[src/rtl/pc_ctrl_ras.sv]
// Fetch-stage program-counter controller with a circular return-address
// stack and an exception-return register. State updates on the falling edge.
module pc_ctrl_ras #(
  parameter int             AW        = 32,
  parameter int             RAS_DEPTH = 4,
  parameter logic [AW-1:0]  RESET_PC  = '0
) (
  input  logic                         clock,
  input  logic                         reset,
  input  logic                         enable_pc,
  output logic [AW-1:0]                current_pc,
  output logic [AW-1:0]                next_pc,
  input  logic [2:0]                   kind,
  input  logic                         sub_op_b,
  input  logic [2:0]                   sub_op_bz,
  input  logic                         reg_rt_ra_equal,
  input  logic                         reg_rt_zero,
  input  logic                         reg_rt_negative,
  input  logic [13:0]                  imm_14bit,
  input  logic [15:0]                  imm_16bit,
  input  logic [23:0]                  imm_24bit,
  input  logic [AW-1:0]                reg_rb_data,
  input  logic                         do_hazard,
  input  logic                         do_halt_pc,
  input  logic                         xREG1_do_jcache,
  input  logic                         do_jcache,
  input  logic [AW-1:0]                jcache_pc,
  input  logic                         do_interrupt,
  input  logic [AW-1:0]                interrupt_pc,
  input  logic                         do_iret,
  output logic                         do_flush_REG1,
  output logic [$clog2(RAS_DEPTH):0]   ras_count,
  output logic                         ret_from_reg,
  output logic [AW-1:0]                epc
);

  localparam int PW = $clog2(RAS_DEPTH);
  localparam int CW = PW + 1;

  typedef enum logic [2:0] {
    K_SEQ    = 3'd0,
    K_BR14   = 3'd1,
    K_BR16   = 3'd2,
    K_J24    = 3'd3,
    K_JR     = 3'd4,
    K_CALL24 = 3'd5,
    K_CALLR  = 3'd6,
    K_RET    = 3'd7
  } kind_e;

  // Sign-extend a word offset to AW and scale it to a byte offset.
  function automatic logic signed [AW-1:0] ofs14(input logic signed [13:0] imm);
    return AW'(imm) <<< 1;
  endfunction

  function automatic logic signed [AW-1:0] ofs16(input logic signed [15:0] imm);
    return AW'(imm) <<< 1;
  endfunction

  function automatic logic signed [AW-1:0] ofs24(input logic signed [23:0] imm);
    return AW'(imm) <<< 1;
  endfunction

  // Zero-compare branch family; unassigned encodings are never taken.
  function automatic logic bz_taken(input logic [2:0] op, input logic zero, input logic neg);
    case (op)
      3'd0:    return zero;
      3'd1:    return !neg;
      3'd2:    return !zero && !neg;
      3'd3:    return zero || neg;
      3'd4:    return neg;
      3'd5:    return !zero;
      default: return 1'b0;
    endcase
  endfunction

  // Occupancy counter that pins at the stack depth once older entries wrap.
  function automatic logic [CW-1:0] sat_inc(input logic [CW-1:0] cnt);
    return (cnt == CW'(RAS_DEPTH)) ? cnt : cnt + CW'(1);
  endfunction

  logic [AW-1:0]         ras_mem [RAS_DEPTH];
  logic [PW-1:0]         ras_ptr;
  logic [PW-1:0]         ras_ptr_inc;
  logic                  ras_empty;
  logic                  taken;
  logic                  redirect;
  logic                  is_call;
  logic                  is_ret;
  logic                  commit;
  logic                  push;
  logic                  pop;
  logic signed [AW-1:0]  offset;
  logic [AW-1:0]         target;
  kind_e                 kind_q;

  assign kind_q      = kind_e'(kind);
  assign ras_ptr_inc = ras_ptr + PW'(1);
  assign ras_empty   = (ras_count == '0);
  assign is_call     = (kind_q == K_CALL24) || (kind_q == K_CALLR);
  assign is_ret      = (kind_q == K_RET);

  // Decode the control-transfer kind into a taken flag, a target and the RET source.
  always_comb begin
    taken        = 1'b0;
    offset       = '0;
    target       = current_pc - AW'(4);
    ret_from_reg = 1'b0;
    case (kind_q)
      K_BR14: begin
        taken  = sub_op_b ? !reg_rt_ra_equal : reg_rt_ra_equal;
        offset = ofs14(imm_14bit);
        target = current_pc - AW'(4) + offset;
      end
      K_BR16: begin
        taken  = bz_taken(sub_op_bz, reg_rt_zero, reg_rt_negative);
        offset = ofs16(imm_16bit);
        target = current_pc - AW'(4) + offset;
      end
      K_J24, K_CALL24: begin
        taken  = 1'b1;
        offset = ofs24(imm_24bit);
        target = current_pc - AW'(4) + offset;
      end
      K_JR, K_CALLR: begin
        taken  = 1'b1;
        target = reg_rb_data;
      end
      K_RET: begin
        taken        = 1'b1;
        ret_from_reg = ras_empty;
        target       = ras_empty ? reg_rb_data : ras_mem[ras_ptr];
      end
      default: begin
        taken = 1'b0;
      end
    endcase
  end

  // A jcache-steered REG1 already fetched the right path, so no redirect here.
  assign redirect      = taken && !xREG1_do_jcache;
  assign next_pc       = redirect ? target : current_pc + AW'(4);
  assign do_flush_REG1 = redirect;

  // The stack only moves when the redirect itself lands in current_pc.
  assign commit = enable_pc && !do_iret && !do_interrupt && !do_hazard && !do_halt_pc && redirect;
  assign push   = commit && is_call;
  assign pop    = commit && is_ret && !ras_empty;

  // PC, epc and stack-pointer state with iret > interrupt > hold > jcache > next_pc.
  always_ff @(negedge clock) begin
    if (reset) begin
      current_pc <= RESET_PC;
      epc        <= '0;
      ras_count  <= '0;
      ras_ptr    <= '0;
    end else if (enable_pc) begin
      if (do_iret) begin
        current_pc <= epc;
      end else if (do_interrupt) begin
        current_pc <= interrupt_pc;
        epc        <= current_pc;
      end else if (do_hazard || do_halt_pc) begin
        current_pc <= current_pc;
      end else if (!redirect && do_jcache) begin
        current_pc <= jcache_pc;
      end else begin
        current_pc <= next_pc;
        if (push) begin
          ras_ptr   <= ras_ptr_inc;
          ras_count <= sat_inc(ras_count);
        end else if (pop) begin
          ras_ptr   <= ras_ptr - PW'(1);
          ras_count <= ras_count - CW'(1);
        end
      end
    end
  end

  // Return-address storage; overflow silently reuses the oldest slot.
  always_ff @(negedge clock) begin
    if (push && !reset) begin
      ras_mem[ras_ptr_inc] <= current_pc;
    end
  end

endmodule

[config.mk]
export PLATFORM = sky130hd
export DESIGN_NAME = pc_ctrl_ras
export DESIGN_NICKNAME = d
export VERILOG_FILES = /design/src/rtl/pc_ctrl_ras.sv
export SDC_FILE = /design/constraint.sdc
export NUM_CORES = 1
export LEC_CHECK = 0
export CORE_UTILIZATION = 45
export CTS_CLUSTER_DIAMETER = 50
export DETAILED_ROUTE_END_ITERATION = 6
export HOLD_SLACK_MARGIN = 0.02
export PLACE_DENSITY_LB_ADDON = 0.12
export SYNTH_ARGS = -nofsm -noshare
export SYNTH_HDL_FRONTEND = slang
export SYNTH_SLANG_ARGS = --single-unit
[constraint.sdc]
create_clock -name clock -period 5.35 [get_ports clock]
set_input_delay 0.535 -clock clock [delete_from_list [all_inputs] [get_ports clock]]
set_output_delay 0.535 -clock clock [all_outputs]
set_load 0.05 [all_outputs]
Word level (Yosys, flattened, before mapping) --
Memory sizes are Yosys's and may differ from the RTL's. A register that Yosys moved wholly into a read port is not among the register bits. Cells that the tools add are included.
Cells by class: mux-type cells 20, $add $sub $neg 9, bitwise gates (word level) 4, equal/unequal tests 15, reduce and logical (&&, ||, !) cells 36
Operators by type and width (count):
- two-way mux 32 bit | 6
- one-hot mux 32 bit (5 select lines) | 1
- adder 32 bit | 3
- adder 32 x 3 -> 32 bit, second input constant | 1
- subtractor 32 x 3 -> 32 bit, second input constant | 1
- == test 3 bit, second input constant | 7
- == test 3 x 2 -> 1 bit, second input constant | 4
- logical AND 1 bit | 12
- logical NOT 1 bit | 11
- two-way mux 3 bit | 3
- two-way mux 2 bit | 4
- AND reduction 7 bit | 1
- == test 3 x 1 -> 1 bit, second input constant | 2
- logical NOT 3 bit | 2
- one-hot mux 1 bit (6 select lines) | 1
- AND reduction 6 bit | 1
- OR reduction 5 bit | 1
- two-way mux 1 bit | 4
- inverter 1 bit | 4
- OR reduction 2 bit | 2
- adder 3 x 1 -> 3 bit, second input constant | 1
- logical OR 1 bit | 3
- != test 3 bit, second input constant | 1
- one-hot mux 1 bit (3 select lines) | 1
- 7 further kinds | 7
Word-level totals: logic and storage cells 89, memories kept 1, memory bits (writable) 128, bits in registers 69
Memory list:
- ras_mem | words 4, width 32, rd ports 1, clocked after Yosys merged registers in 1, wr ports 1, line 82 | logic [AW-1:0] ras_mem [RAS_DEPTH];

Logic depth before layout (Yosys ltp) --
Gate-level depths: netlist of the first run.
depth in word-level cells 12, gate-level depth with buffers 18, depth with buffers taken out 16

==> metrics, run 1 <==
Synth Area in Compound Gates a little over a fifth; Hold WC Path Type flop to flop; Chip Width roughly 170 µm; GRT overflow 0; most frequent cells in the layout 319 x buf_4, 223 x clkdlybuf4s50_1, 221 x inv_1; first-pass GRT wire length ~84 mm; Synth Warn # 0; post-route setup slack -2.775 ns; Die Y between 150 and 200 µm; slew margin rel. between 50% and 60%; Required @ worst endpoint slightly below 5 ns; largest net degree at the start of global routing 45; initial antenna violation count 0; largest family of logic cells by synthesized area compound AO/OA/AOI/OAI gates; Post-Synth Simple-Gate Area roughly 15%; crit path launch type flop; Top FF cell, synth edfxtp_1; final wirelength approximately 60 mm; Worst Skew between 0.03 and 0.04 ns; number of synthesized flops with an enable pin 128; Worst-path clk slew ~0.05 ns; DR vias/cell between 6 and 7; Core Area approximately 27,000 µm²; Std-Cell Rows 60; vias in the first global route 14,904; DR vias 15,412; Worst EP arrival roughly 7.6 ns; P_leak ~9.6 nW; WS Path Type flop to primary output; Hold Violations, Final 0; endpoints failing setup between 60 and 70; Net count, final about 2,300; ys async rst share 0%; antenna-violating nets left 0; Final HPWL DP 39.99 mm; maxcap violations 0; Net Count, Synth around 1,500; P_sw 2.879 mW; synthesis-stage register bit count roughly 200; Logic pwr share a little under half; Top Ports 270; setup TNS -77.42 ns; area occupied by multi-input gates a little under 9000 µm²; Worst setup EP type primary output; number of I/O port buffers roughly 270; H-Tree Depth 4; Starting Density a little under half; CTS max path bufs 2; leading cell type in the layout, fill and taps excluded buf_4; RSZ-0062 raised after global routing yes; GP Congestion between 0.9 and 1; fin area approximately 23,000 µm²; worst slew pin tran 0.6636 ns; Syn Area/Cell around 9.7 µm²; root buf cell clkbuf_16; area occupied by registers 5305 µm²; initial drt markers ~2,100; Filler Cell Count around 1,400; Internal Pwr Total a little over 4 mW; layout cells sized above 1 between 40% and 50%; Worst Path Max Fanout 5; CTS sink cnt a little under 200; CTS Buf Count 17; Layout area overhead 86.74%; part of the power in registers approximately 25%; Clock Latency Late Sink about 0.5 ns; worst IR drop on VDD 0.2554 mV; worst hold margin about 0.47 ns; CTS tree built; post-DR wirelength/cell between 20 and 30 µm; Synth cell types a little over 70; drt pass-1 iters 7; status finished, violations left; Layout Cells excl Fill ~2,400; diode count 0; GRT Util Overall between 40% and 50%; Pwr per Cell Area ~300 nW/µm²; r2r setup slk 0.53 ns; Seq/Total Area, Yosys between 40% and 50%; Die Footprint 27,940 µm²; DRC 4; Post-Synthesis Cells 1,270; Sw Share between 40% and 50%; Placed Cells about 2,100; dpl cell area between 15,000 and 20,000 µm²; Mapped Area roughly 12,000 µm²; Synth Area in XOR/XNOR 5.352%; mux share of post-synthesis cell area about 7%; Slew Viols, Final 0; violated checks design-rule violations, negative setup slack; Core Util, Final 85.27%; Synth Area in Adders under 10%; clock network power share 29.0%
## power groups by stage
stage | sequential (mW) | clock [mW] | combinational [mW]
floorplan | 1.81 | 0.223 | 1.14
global placement | 1.71 | 0.223 | 2.32
detailed placement | 1.71 | 0.223 | 2.34
CTS | 1.69 | 1.94 | 2.71
global route | 1.69 | 2.16 | 3.32
finish | 1.69 | 2.00 | 3.21
## worst max-delay path, cell delays in order (launching register included)
cell and delay [ns]:
dfxtp_4 0.34, or4_4 0.57, or4_4 0.48, or3_4 0.37, buf_4 0.15, buf_6 0.10
buf_6 0.10, xnor2_2 0.13, ha_4 0.30, nand4_1 0.16, buf_4 0.19, a21oi_1 0.23
o21a_4 0.24, a31oi_1 0.12, a221o_1 0.33, a311oi_2 0.24, buf_4 0.18, a21oi_4 0.03
buf_6 0.15
## layer usage
layer  vias up  GRT usage [%]  wire (µm)
li1       6452              -          -
met1      7430          53.03      23050
met2      1273          61.54      28050
met3       257          10.21       7731
met4         0          18.67       2882
met5         -              0          0
## metrics by stage
step / power [mW] / setup WS, ns
floorplan: 3.171 / -2.167
global placement: 4.257 / -2.274
detailed placement: 4.272 / -2.338
CTS: 6.339 / -2.703
global route: 7.173 / -2.888
finish: 6.901 / -2.775
## cell usage after synthesis, types with 10 or more instances
master      n  share of area [%]
mux4_2     32                5.9
nor2_1    119                3.6
o22ai_1    21                1.1
o21a_1     17                1.0
a21oi_1   127                5.2
o21ai_0    50                2.0
a21o_1     19                1.2
nand3_1    32                1.3
inv_1      28               0.86
o211ai_1   12               0.73
dfxtp_1    71                 12
xor2_1     41                2.9
nor4_1     10               0.51
a221o_1    23                1.9
clkbuf_1   88                2.7
a221oi_1   11               0.78
nor3_1     17               0.69
edfxtp_1  128                 31
o221ai_1   14                1.0
xnor2_1    34                2.4
a211oi_1   15               0.92
nand4_1    20                1.0
ha_1       36                3.7
a31oi_1    12               0.61
or3_1      17               0.87
nand2_1   126                3.9
## final timing paths
check / startpoint / end / cells after the start
worst max-delay path: current_pc[4] / next_pc[30] / 18
worst min-delay path: epc[19] / epc[19] / 2
worst max register to register: current_pc[4] / current_pc[30] / 21
worst min register to register: epc[19] / epc[19] / 2
## cell type report
class	instances	area share (%)
clock buffer	17	1.856
inverter	28	0.4804
tap	341	1.862
multi-input combinational	942	38.78
timing repair buffer	700	29.89
sequential	199	23.15
clock inverter	213	3.980
## state kept, by name, indices dropped and copies added, names as in the netlist, named ones only
register,cells
current_pc,32
epc,32
ras_mem,128
ras_count,3
ras_ptr,2
## kinds of logic (layout without fill, tap and decap cells)
family,count (synthesis),in the layout
AOI/OAI and AO/OA,394,394
xor gates and xnor gates,75,75
adders and majority gates,38,38
buffers and inverters,129,958
DFF,199,199
muxes,45,45
and+or+nand+nor,390,390
## timing repair
action                                 in CTS  in global routing
buffers inserted                           52                 51
setup endpoints to repair                 188                198
cloned                                      0                  2
gates resized for setup                   240                199
hold buffers                                0                  0
pin swaps                                  93                114
endpoints found under the hold margin       0                  0
Note: power is estimated with default switching activity, not from simulation.
==> inputs of run 2 (changes only) <==
Settings changed: CORE_MARGIN set to 2, PLACE_DENSITY_LB_ADDON 0.12 to 0.05.
Clock period 5.35 ns to 9.8 ns, I/O delays scaled along.
==> run 2 against run 1 <==
The run ends with negative setup slack left. Cell count decreased by 9.0%. Clock power decreased by 45%. Setup slack improved by 1.7 ns. Combinational power decreased by 62%. Via count decreased by 15%. Cell area fell by 17%. Power shrank 53%. Flip-flop and latch count unchanged. Critical endpoint unchanged. Utilization down 14 points. Sequential power down 45%. Register-to-register slack improved by 4.8 ns.
==> metrics, run 2 (synthesis results as in run 1) <==
status finished, violations left (unchanged); violated checks negative setup slack (was design-rule violations, negative setup slack); drt pass-1 iters 6 (was 7); worst IR drop on VDD 0.1476 mV (was 0.2554 mV); final wirelength 49.60 mm (was 61.71 mm); cell family with most CP delay simple AND/OR/NAND/NOR gates (unchanged); largest registers ras_mem: 128 flops, current_pc: 32 flops, epc: 32 flops (unchanged); first-pass GRT wire length 72.78 mm (was 84.49 mm); r2r endpoint current_pc[30] (unchanged); root buf cell clkbuf_16 (unchanged); Crit path buffers/inverters 3 (was 6); r2r startpoint current_pc[10] (was current_pc[4]); worst hold start epc[25] (was epc[19]); post-route setup slack -1.045 ns (was -2.775 ns); Reg with most FFs ras_mem (unchanged); Worst Hold End epc[25] (was epc[19]); Std-Cell Rows 60 (unchanged); CTS max path bufs 2 (unchanged); Reg2Reg Depth 16 (was 21); Die Y 169.1 µm (was 167.1 µm); Die Footprint 28,610 µm² (was 27,940 µm²); Worst Path Max Fanout 5 (unchanged); dpl cell area 16,910 µm² (was 18,760 µm²); worst hold margin 0.4733 ns (was 0.4736 ns); WS Path Type flop to primary output (unchanged); Hold Violations, Final 0 (unchanged); worst hold path depth 2 (unchanged); Worst EP arrival 9.87 ns (was 7.59 ns); most frequent cells in the layout 242 x clkdlybuf4s50_1, 226 x inv_1, 192 x buf_4 (was 319 x buf_4, 223 x clkdlybuf4s50_1, 221 x inv_1); Worst setup EP type primary output (unchanged); GRT Util Overall 33.88% (was 40.02%); worst-path cell chain or4_4, or4_4, or3_4, or3_4, xnor2_2, ha_4, nand4_1, o211ai_1, nor4bb_4, o32ai_2, buf_4, a31oi_2, a221o_1, a311oi_2, buf_4, a21oi_4, buf_6 (was or4_4, or4_4, or3_4, buf_4, buf_6, buf_6, xnor2_2, ha_4, nand4_1, buf_4, a21oi_1, o21a_4, a31oi_1, a221o_1, a311oi_2, buf_4, a21oi_4, buf_6); initial drt markers 1,302 (was 2,054); DR vias/cell 5.891 (was 6.316); Layout area overhead 55.53% (was 86.74%); CTS tree built (unchanged); antenna-violating nets left 0 (unchanged); maxcap violations 0 (unchanged); Core Area 26,880 µm² (unchanged); largest net degree at the start of global routing 45 (unchanged); number of I/O port buffers 269 (unchanged); Worst-path clk slew 0.03 ns (was 0.05 ns); CTS Buf Count 17 (unchanged); DR vias 13,078 (was 15,412); initial antenna violation count 0 (unchanged); Required @ worst endpoint 8.82 ns (was 4.82 ns); vias in the first global route 12,917 (was 14,904); layout cells sized above 1 23.11% (was 40.69%); Starting Density 45.67% (unchanged); fin area 19,090 µm² (was 22,920 µm²); post-DR wirelength/cell 22.34 µm (was 25.29 µm); Net count, final 2,072 (was 2,294); Slew Viols, Final 0 (unchanged); Worst Skew 0.03983 ns (was 0.03166 ns); r2r setup slk 5.31 ns (was 0.53 ns); Clock Latency Late Sink 0.49 ns (was 0.50 ns); GP Congestion 0.9781 (was 0.9654); Top Ports 270 (unchanged); H-Tree Depth 4 (unchanged); Hold WC Path Type flop to flop (unchanged); worst slew pin tran 0.8808 ns (was 0.6636 ns); crit path launch type flop (unchanged); leading cell type in the layout, fill and taps excluded clkdlybuf4s50_1 (was buf_4); Critical-path top delay cell or4_4 (unchanged); Pwr per Cell Area 170.7 nW/µm² (was 301.1 nW/µm²); P_leak 7.935 nW (was 9.565 nW); Largest register FFs 128 (unchanged); slew margin rel. 41.28% (was 55.60%); total power 3.259 mW (was 6.901 mW); endpoints failing setup 18 (was 62); GRT overflow 0 (unchanged); Critical Path Max Stage Delay 0.53 ns (was 0.57 ns); Chip Width 169.1 µm (was 167.1 µm); CTS sink cnt 199 (unchanged); RSZ-0062 raised after global routing yes (unchanged); DRC 0 (was 4); Final HPWL DP 36.45 mm (was 39.99 mm)
==> run 2: power breakdown <==
part           switching (mW)  internal [mW]  total [mW]  leakage [nW]
combinational           0.680          0.547        1.23          4.82
clock                   0.630          0.469        1.10          1.36
sequential             0.0196          0.914       0.933          1.75
total                    1.33           1.93        3.26          7.93
==> run 2: repair_timing <==
action,in CTS,in global routing
gates resized for setup,69,47
hold buffers,0,0
pin swaps,47,47
buffers inserted,16,14
endpoints found under the setup margin,19,23
==> run 2: cell type report <==
| class | count | area [µm²] |
|---|---|---|
| fill | 2099 | 7787 |
| multi-input combinational | 942 | 7341 |
| sequential | 199 | 5285 |
| timing repair buffer | 478 | 4554 |
| clock inverter | 214 | 948.4 |
| tap | 341 | 426.7 |
| clock buffer | 17 | 425.4 |
| inverter | 28 | 105.1 |
| antenna | 1 | 2.502 |
==> run 2: worst max path at each step <==
stage | from | to | depth (start not counted) | slack (ns)
6_report | current_pc[10] | next_pc[30] | 17 | -1.05
3_5_place_dp | current_pc[8] | next_pc[30] | 16 | -0.59
4_1_cts | current_pc[4] | next_pc[30] | 16 | -0.94
3_3_place_gp | current_pc[8] | next_pc[30] | 16 | -0.54
2_1_floorplan | current_pc[8] | next_pc[30] | 16 | -0.39
5_1_grt | current_pc[10] | next_pc[30] | 16 | -1.19
==> run 2: metrics by stage <==
stage                     setup slack [ns]  TNS, ns  utilization [%]  std cells
after CTS                          -0.9359   -10.09            69.76       2205
after detailed placement           -0.5867   -3.505            62.93       1961
after floorplan                    -0.3898   -1.830                -       1270
final                               -1.045   -11.54            71.02       2220
after global routing                -1.191   -13.63            71.01       2219
after global placement             -0.5399   -2.923            62.93       1961
==> run 2: per-layer routing <==
metal / wire length (µm) / up-vias / part of all wire, % / GRT usage (%)
met1: 21490 / 6238 / 43 / 47.51
met4: 1026 / 0 / 2.1 / 12.67
met5: 0 / - / 0 / 0
li1: - / 6021 / - / -
met2: 22340 / 751 / 45 / 50.40
met3: 4742 / 68 / 9.6 / 8.932
==> run 2: worst register-to-register path, cell delays in order (launching register included) <==
cell and delay [ns]:
dfxtp_2 0.31, or4_4 0.53, or4_4 0.52, or3_4 0.40
or3_4 0.34, xnor2_2 0.16, ha_4 0.31, nand4_1 0.11
o211ai_1 0.28, nor4bb_4 0.11, o32ai_2 0.25, buf_4 0.16
a31oi_2 0.04, a221o_1 0.36, a311oi_2 0.25, buf_4 0.17
o22ai_1 0.06
==> inputs of run 3 (changes only) <==
Settings changed: SETUP_SLACK_MARGIN set to 0.2.
==> run 3 against run 2 <==
Clock power is essentially flat. The flow still finishes with violations (negative setup slack). Via count up 0.69%. Utilization shrank 0.34 points. Die area stayed put. Non-clock buffer count increased by 3. Wire length grew 0.27%.
==> metrics, run 3 (synthesis results as in run 1) <==
Place WS -0.5852 ns (was -0.5867 ns); Slew Viols, Final 0 (unchanged); Logic pwr share 38.3% (was 37.7%); largest registers ras_mem: 128 flops, current_pc: 32 flops, epc: 32 flops (unchanged); Sw Share 40.70% (was 40.78%); Net count, final 2,075 (was 2,072); DR vias 13,168 (was 13,078); Hold Violations, Final 0 (unchanged); P_leak 7.930 nW (was 7.935 nW); Placed Cells 1,964 (was 1,961); setup TNS -12.37 ns (was -11.54 ns); GP Congestion 0.9426 (was 0.9781); root buf cell clkbuf_16 (unchanged); clock network power share 33.2% (was 33.7%); Pwr per Cell Area 171.7 nW/µm² (was 170.7 nW/µm²); leading cell type in the layout, fill and taps excluded clkdlybuf4s50_1 (unchanged); Crit. Startpoint current_pc[8] (was current_pc[10]); Starting Density 45.67% (unchanged); Critical-path top delay cell or4_4 (unchanged); largest net degree at the start of global routing 55 (was 45); Worst Skew 0.03394 ns (was 0.03983 ns); final wirelength 49.74 mm (was 49.60 mm); initial drt markers 1,170 (was 1,302); GRT Util Overall 33.87% (was 33.88%); endpoints failing setup 18 (unchanged); cell family with most CP delay simple AND/OR/NAND/NOR gates (unchanged); drt pass-1 iters 6 (unchanged); Core Area 26,880 µm² (unchanged); Layout area overhead 54.79% (was 55.53%); status finished, violations left (unchanged); CTS max path bufs 2 (unchanged); RSZ-0062 raised after global routing yes (unchanged); Worst EP arrival 9.86 ns (was 9.87 ns); DR vias/cell 5.929 (was 5.891); CTS Buf Count 17 (unchanged); violated checks negative setup slack (unchanged); layout cells sized above 1 23.72% (was 23.11%); Top Ports 270 (unchanged); Die Footprint 28,610 µm² (unchanged); GRT overflow 0 (unchanged); most frequent cells in the layout 241 x clkdlybuf4s50_1, 224 x inv_1, 200 x buf_4 (was 242 x clkdlybuf4s50_1, 226 x inv_1, 192 x buf_4); crit path launch type flop (unchanged); Final HPWL DP 36.25 mm (was 36.45 mm); Crit path buffers/inverters 2 (was 3); post-DR wirelength/cell 22.39 µm (was 22.34 µm); Hold WC Path Type flop to flop (unchanged); first-pass GRT wire length 73.20 mm (was 72.78 mm); initial antenna violation count 0 (unchanged); Layout Cells excl Fill 2,221 (was 2,220); worst slew pin tran 0.8637 ns (was 0.8808 ns); diode count 0 (was 1); Worst Path Max Fanout 4 (was 5); part of the power in registers 28.5% (was 28.6%); post-route setup slack -1.036 ns (was -1.045 ns); r2r startpoint current_pc[8] (was current_pc[10]); worst IR drop on VDD 0.09843 mV (was 0.1476 mV); Internal Pwr Total 1.934 mW (was 1.930 mW); Chip Width 169.1 µm (unchanged); number of I/O port buffers 269 (unchanged); CTS tree built (unchanged); WS Path Type flop to primary output (unchanged); Clock Latency Late Sink 0.49 ns (about the same); Largest register FFs 128 (unchanged); Worst setup EP type primary output (unchanged); CTS sink cnt 199 (unchanged); Worst-path clk slew 0.04 ns (was 0.03 ns); vias in the first global route 12,939 (was 12,917); Critical Path Max Stage Delay 0.53 ns (about the same); Die Y 169.1 µm (unchanged); P_sw 1.328 mW (was 1.329 mW); H-Tree Depth 4 (unchanged); slew margin rel. 42.21% (was 41.28%); worst-path cell chain or4_4, or4_4, or3_4, or3_4, xnor2_4, ha_4, nand4_1, o211ai_1, nor4bb_4, o32ai_4, a31oi_2, a221o_1, a311oi_2, buf_4, a21oi_4, buf_6 (was or4_4, or4_4, or3_4, or3_4, xnor2_2, ha_4, nand4_1, o211ai_1, nor4bb_4, o32ai_2, buf_4, a31oi_2, a221o_1, a311oi_2, buf_4, a21oi_4, buf_6); DRC 0 (unchanged); Reg with most FFs ras_mem (unchanged); Required @ worst endpoint 8.82 ns (about the same); worst hold start epc[29] (was epc[25]); Std-Cell Rows 60 (unchanged); antenna-violating nets left 0 (unchanged); maxcap violations 0 (unchanged)
## run 3: cell count changes in the layout (fill, tap and decap cells not counted), sizes merged
cell | before | now
buf | 233 | 236
clkdlybuf4s15 | 0 | 1
clkdlybuf4s50 | 242 | 241
clkinvlp | 1 | 0
diode | 1 | 0
dlygate4sd2 | 1 | 2
dlymetal6s2s | 2 | 1
## run 3: path summary, 6_finish.rpt
check / end / slack (ns) / cells past startpoint
worst max register to register: current_pc[26] / 5.22 / 19
worst min register to register: epc[29] / 0.47 / 2
worst max-delay path: next_pc[30] / -1.04 / 16
worst min-delay path: epc[29] / 0.47 / 2
## run 3: routing by layer
| metal | GRT usage [%] | part of all wire (%) | wire length, µm |
|---|---|---|---|
| met2 | 49.71 | 44 | 21960 |
| met5 | 0 | 0 | 0 |
| met4 | 13.19 | 2.2 | 1097 |
| met3 | 9.935 | 10 | 5090 |
| met1 | 47.22 | 43 | 21590 |
## run 3: stage by stage
stage                     cell area (µm²)  util [%]  total power [mW]  hold slack (ns)
after floorplan                     12650         -             1.672           0.5442
after global placement              16880     62.82             2.146           0.4611
after detailed placement            16880     62.82             2.146           0.4627
after CTS                           18600     69.21             3.198           0.4708
after global routing                19000     70.68             3.435           0.4903
final                               19000     70.68             3.262           0.4737
## run 3: timing repair
| item | CTS | global route |
|---|---|---|
| setup endpoints to repair | 24 | 27 |
| hold buffers | 0 | 0 |
| pin swaps | 29 | 35 |
| setup buffers | 13 | 15 |
| endpoints found under the hold margin | 0 | 0 |
| gates resized for setup | 59 | 62 |
| cloned | 0 | 0 |
## run 3: power groups by stage
stage / clock network, mW / registers [mW] / logic (mW)
6_report: 1.08 / 0.930 / 1.25
5_1_grt: 1.20 / 0.929 / 1.31
2_1_floorplan: 0.122 / 0.986 / 0.564
3_3_place_gp: 0.122 / 0.941 / 1.08
3_5_place_dp: 0.122 / 0.941 / 1.08
4_1_cts: 1.11 / 0.929 / 1.16
## run 3: layout make-up
| class | count | area, µm² |
|---|---|---|
| inverters | 28 | 105.1 |
| clock inverters | 213 | 924.6 |
| clock buffers | 17 | 425.4 |
| repair buffers | 481 | 4507 |
| fillers | 2087 | 7879 |
| well taps | 341 | 426.7 |
| flip-flops and latches | 199 | 5286 |
| multi-input cells | 942 | 7322 |
## run 3: worst register-to-register path, delay by kind of cell, from the launching register on
kind	cells	cell delay [ns]
AO/OA/AOI/OAI	4	0.64
buffers and inverters	6	0.86
flip-flops	1	0.33
XOR/XNOR	2	0.25
adder cells (fa/ha/maj)	1	0.26
AND/OR/NAND/NOR	6	2.15
